### src/rtl/bcd_serial_add_ctrl.sv
// Serial sequencer for a 2-digit BCD adder slice: adds packed multi-byte BCD operands one byte
// per cycle, least-significant byte first, with start/busy/done handshake and non-BCD detection.
module bcd_serial_add_ctrl #(
  parameter int unsigned NBYTES = 4
) (
  input  logic                  i_clk,
  input  logic                  i_rst_n,
  input  logic                  i_start,
  input  logic [8*NBYTES-1:0]   i_a,
  input  logic [8*NBYTES-1:0]   i_b,
  input  logic                  i_cin,
  output logic                  o_busy,
  output logic                  o_done,
  output logic [8*NBYTES-1:0]   o_sum,
  output logic                  o_cout,
  output logic                  o_invalid
);

  localparam int unsigned IdxW = (NBYTES > 1) ? $clog2(NBYTES) : 1;
  localparam logic [IdxW-1:0] LastIdx = IdxW'(NBYTES - 1);

  typedef enum logic [1:0] {StIdle, StRun, StDone} state_e;

  state_e                r_state;
  logic [IdxW-1:0]       r_idx;
  logic [8*NBYTES-1:0]   r_a;
  logic [8*NBYTES-1:0]   r_b;
  logic                  r_carry;
  logic                  r_busy;
  logic                  r_done;
  logic [8*NBYTES-1:0]   r_sum;
  logic                  r_cout;
  logic                  r_invalid;

  logic [7:0]            w_a_byte;
  logic [7:0]            w_b_byte;
  logic [4:0]            w_lo;
  logic [4:0]            w_hi;
  logic                  w_invalid;

  // Returns {digit_carry, result_digit}; out-of-range inputs follow the same rule.
  function automatic logic [4:0] bcd_digit(input logic [3:0] x, input logic [3:0] y,
                                           input logic c);
    logic [4:0] t;
    logic [4:0] t6;
    t  = {1'b0, x} + {1'b0, y} + {4'b0000, c};
    t6 = t + 5'd6;
    if (t > 5'd9) begin
      bcd_digit = {1'b1, t6[3:0]};
    end else begin
      bcd_digit = {1'b0, t[3:0]};
    end
  endfunction

  always_comb begin
    w_a_byte = r_a[8*r_idx +: 8];
    w_b_byte = r_b[8*r_idx +: 8];
    w_lo     = bcd_digit(w_a_byte[3:0], w_b_byte[3:0], r_carry);
    w_hi     = bcd_digit(w_a_byte[7:4], w_b_byte[7:4], w_lo[4]);
  end

  always_comb begin
    w_invalid = 1'b0;
    for (int unsigned i = 0; i < 2 * NBYTES; i++) begin
      w_invalid = w_invalid | (i_a[4*i +: 4] > 4'd9) | (i_b[4*i +: 4] > 4'd9);
    end
  end

  // Outputs lag the state by one edge so done and busy-release land after the last byte.
  always_ff @(posedge i_clk or negedge i_rst_n) begin
    if (!i_rst_n) begin
      r_state   <= StIdle;
      r_idx     <= '0;
      r_a       <= '0;
      r_b       <= '0;
      r_carry   <= 1'b0;
      r_busy    <= 1'b0;
      r_done    <= 1'b0;
      r_sum     <= '0;
      r_cout    <= 1'b0;
      r_invalid <= 1'b0;
    end else begin
      unique case (r_state)
        StIdle: begin
          r_done <= 1'b0;
          if (i_start) begin
            r_state   <= StRun;
            r_busy    <= 1'b1;
            r_a       <= i_a;
            r_b       <= i_b;
            r_carry   <= i_cin;
            r_idx     <= '0;
            r_sum     <= '0;
            r_cout    <= 1'b0;
            r_invalid <= w_invalid;
          end else begin
            r_busy <= 1'b0;
          end
        end
        StRun: begin
          r_sum[8*r_idx +: 8] <= {w_hi[3:0], w_lo[3:0]};
          r_carry             <= w_hi[4];
          r_idx               <= r_idx + 1'b1;
          if (r_idx == LastIdx) begin
            r_state <= StDone;
          end
        end
        StDone: begin
          r_done  <= 1'b1;
          r_cout  <= r_carry;
          r_state <= StIdle;
        end
        default: r_state <= StIdle;
      endcase
    end
  end

  assign o_busy    = r_busy;
  assign o_done    = r_done;
  assign o_sum     = r_sum;
  assign o_cout    = r_cout;
  assign o_invalid = r_invalid;

endmodule

### config.mk
export PLATFORM = sky130hd
export DESIGN_NAME = bcd_serial_add_ctrl
export DESIGN_NICKNAME = d
export VERILOG_FILES = /design/src/rtl/bcd_serial_add_ctrl.sv
export SDC_FILE = /design/constraint.sdc
export NUM_CORES = 1
export LEC_CHECK = 0
export BUFFER_PORTS_ARGS = -buffer_cell sky130_fd_sc_hd__buf_2
export CAP_MARGIN = 20
export CORE_MARGIN = 8
export CORE_UTILIZATION = 35
export DETAILED_ROUTE_END_ITERATION = 16
export GPL_TIMING_DRIVEN = 1
export SYNTH_ARGS = -nofsm -noshare
export SYNTH_HDL_FRONTEND = slang
export SYNTH_SLANG_ARGS = --single-unit
### constraint.sdc
create_clock -name i_clk -period 7.89 [get_ports i_clk]
set_clock_uncertainty 0.15 [all_clocks]
set_input_delay 1.578 -clock i_clk [delete_from_list [all_inputs] [get_ports i_clk]]
set_output_delay 1.578 -clock i_clk [all_outputs]
set_load 0.03 [all_outputs]
==> insert_results.sql <==
INSERT INTO impl_metrics (metric_group, metric, value, unit) VALUES
('worst_setup_path', 'rr_startpoint', 'r_idx[1]', ''),
('global_routing', 'groute.usage.overall', '0.1402', ''),
('clock_tree', 'clock_path_buffers', '2', ''),
('global_routing', 'grt_pass1_wl', '20380', 'um'),
('detailed_routing', 'detail_route.wl_per_cell', '18.71', 'um'),
('global_routing', 'pin_count_of_the_biggest_net_entering_global_routing', '68', ''),
('die', 'area_of_the_placeable_core', '14310', 'um^2'),
('sta', 'timing_worst_slew_pin_value', '858.9', 'ps'),
('logic_synthesis', 'synth_fa_ha_area_frac', '0.04554', ''),
('finish', 'multi_input_logic_area', '2318', 'um^2'),
('die', 'dieHeight', '136.2', 'um'),
('logic_synthesis', 'mappedNetlistArea', '5055', 'um^2'),
('logic_synthesis', 'postSynth.topFlopCell', 'dfrtp_1', ''),
('clock_tree', 'cts_htree_levels', '3', ''),
('logic_synthesis', 'synth_compound_gate_area_share', '0.1131', ''),
('worst_setup_path', 'rr_endpoint', 'o_sum[13]', ''),
('logic_synthesis', 'synthesis.instances', '382', ''),
('sta', 'setup_total_negative_slack', '0', 'ps'),
('logic_synthesis', 'synth-simple-area-share', '0.06980', ''),
('finish', 'layout.area.seq', '2628', 'um^2'),
('clock_tree', 'clock_latency', '340', 'ps'),
('logic_synthesis', 'yosys_register_bits', '105', ''),
('logic_synthesis', 'ys.warnings.count', '0', ''),
('die', 'io_pins', '104', ''),
('logic_synthesis', 'yosys.area_share.xor_xnor', '0.006931', ''),
('worst_setup_path', 'crit_type', 'reg -> reg', ''),
('logic_synthesis', 'yosysSeqAreaShare', '0.5198', ''),
('worst_setup_path', 'critPathArrivalTime', '5410', 'ps'),
('clock_tree', 'cts_root_buf', 'clkbuf_16', ''),
('sta', 'final_min_period_over_clock_period', '0.6773', ''),
('placement', 'dp.cells', '658', ''),
('die', 'die_width', '136.2', 'um'),
('sta', 'slew_viol_final', '0', ''),
('placement', 'detailed_place_hpwl', '9754', 'um'),
('detailed_routing', 'detail_route.iter0.violations', '177', ''),
('logic_synthesis', 'net_count_after_synthesis', '466', ''),
('logic_synthesis', 'synth_top_family_by_area', 'multiplexers', ''),
('worst_setup_path', 'timing.reg2reg.worst_path_depth', '16', ''),
('logic_synthesis', 'yosys-mux-area-fraction', '0.2220', ''),
('global_routing', 'first_global_vias', '3835', ''),
('placement', 'port_buf_inserts', '103', ''),
('status', 'status', 'completed', ''),
('clock_tree', 'clock_pin_transition_on_the_worst_setup_and_hold_timing_paths', '70', 'ps'),
('global_routing', 'gr-max-usage-layer', 'met2', ''),
('logic_synthesis', 'synth_area_per_cell', '13.23', 'um^2'),
('global_routing', 'use_met3', '0.03991', ''),
('clock_tree', 'post-cts-setup-buffer-count', '0', ''),
('finish', 'area_growth_syn_to_layout', '19.26', '%'),
('detailed_routing', 'routed-via-count', '3567', ''),
('flow_run', 'cap_viol_max_count', '0', ''),
('finish', 'fin_nets', '569', ''),
('die', 'floorplan.initialDensity', '0.3531', ''),
('global_routing', 'number_of_antenna_violations_at_the_first_check_in_global_routing', '0', ''),
('sta', 'finalCriticalPeriod', '5344', 'ps'),
('placement', 'place_ws', '2571', 'ps'),
('worst_setup_path', 'worstSetupStartpointType', 'flop', ''),
('logic_synthesis', 'number_of_synthesized_flops_with_an_enable_pin', '0', ''),
('logic_synthesis', 'synthDominantAreaCellType', 'dfrtp_1', ''),
('logic_synthesis', 'number_of_distinct_standard_cells_referenced_by_the_synthesized_netlist', '50', ''),
('worst_setup_path', 'r2r_setup_slack', '2550', 'ps'),
('sta', 'fmax', '187.1', 'MHz'),
('finish', 'post_layout_nonfiller_instances', '674', ''),
('worst_setup_path', 'crit_path_start', 'r_idx[1]', ''),
('sta', 'max-slew-margin-rel', '0.4274', ''),
('detailed_routing', 'drc_errors', '0', ''),
('worst_setup_path', 'required', '7950', 'ps'),
('clock_tree', 'cts_resized', '0', ''),
('placement', 'gp_congestion', '0.8160', ''),
('clock_tree', 'cts_tree', 'built', ''),
('logic_synthesis', 'synth_top_cell_area_share', '0.5198', ''),
('hold_path', 'hold_path_class', 'reg -> reg', '');
[cell type report]
type                    count  share of cell area
flip-flops and latches    105              0.4359
repair buffers            106             0.08966
clock buffers              12             0.03923
multi-input cells         251              0.3846
clock inverters             4            0.004981
well taps                 184             0.03819
inverters                  12            0.007472
[flip-flops by register name, indices dropped and copies added, names as in the netlist, 2 cells and up]
signal and count:
r_b 32, r_a 32, r_state 2, r_idx 2, o_sum 32
[critical path: stages, from the launching register on]
cell and delay, ps:
dfrtp_1 880, mux4_2 430, fa_1 430, fa_1 420
a21o_1 230, a21oi_1 230, a21boi_0 260, fa_1 230
inv_1 50, fa_1 400, xor2_1 240, inv_1 70
ha_1 240, a221o_1 370, and4_4 210, a311oi_4 260
o21ai_1 120
[stage by stage]
stage	cell area (um^2)	util	hold WS, ps
detailed placement	5762	0.4025	325.0
finish	6028	0.4212	331.2
global route	6028	0.4212	357.1
floorplan	5055	-	302.4
global placement	5762	0.4025	313.8
CTS	6028	0.4212	340.6
[placed cells by master (no fill, tap or decap), types with 2 or more instances in the layout]
master,n
a21oi_1,7
or3_1,2
clkinv_4,2
mux2_1,27
xor2_1,2
ha_1,12
mux2_2,38
nand4_1,6
a21oi_2,2
dfrtp_1,105
buf_2,102
mux4_2,16
buf_4,4
nand2b_1,5
clkbuf_16,9
xnor2_1,2
clkbuf_1,3
a21o_1,6
and2_1,2
nor2_1,10
fa_1,4
mux2i_1,3
o21ai_1,9
a22o_1,20
inv_1,12
o21ai_0,23
nand2_1,27
nand3_1,3
[worst min path at each step]
stage / to / slack (ps) / start / depth (start not counted)
2_1_floorplan: r_b[23] / 300 / r_b[23] / 1
5_1_grt: r_b[9] / 360 / r_b[9] / 1
4_1_cts: r_b[9] / 340 / r_b[9] / 1
3_3_place_gp: o_sum[12] / 310 / o_sum[12] / 2
6_report: o_sum[4] / 330 / o_sum[4] / 2
3_5_place_dp: r_b[9] / 330 / r_b[9] / 1
[routing by layer]
metal,part of all wire,vias up
met4,0.021,0
li1,-,1614
met5,0,-
met1,0.45,1828
met3,0.061,13
met2,0.47,112
[cells in the mapped netlist, types with 4 or more instances]
master and count:
a21oi_1 7, inv_1 12, mux2_2 38, nand4_1 6, dfrtp_1 105, buf_2 8
fa_1 4, nand2b_1 5, nor2_1 10, a22o_1 20, clkbuf_1 4, o21ai_1 9
mux2_1 27, nand2_1 27, ha_1 12, a21o_1 6, mux4_2 16, o21ai_0 23
[kinds of logic after synthesis]
family,after synthesis
AO/OA/AOI/OAI,79
XOR/XNOR,4
adder cells (fa/ha/maj),16
buffers and inverters,26
flip-flops,105
multiplexers,84
AND/OR/NAND/NOR,68
Power is left out: the tool's default activity adds up to more than one toggle a clock period on the data nets, which glitch-free logic cannot reach.
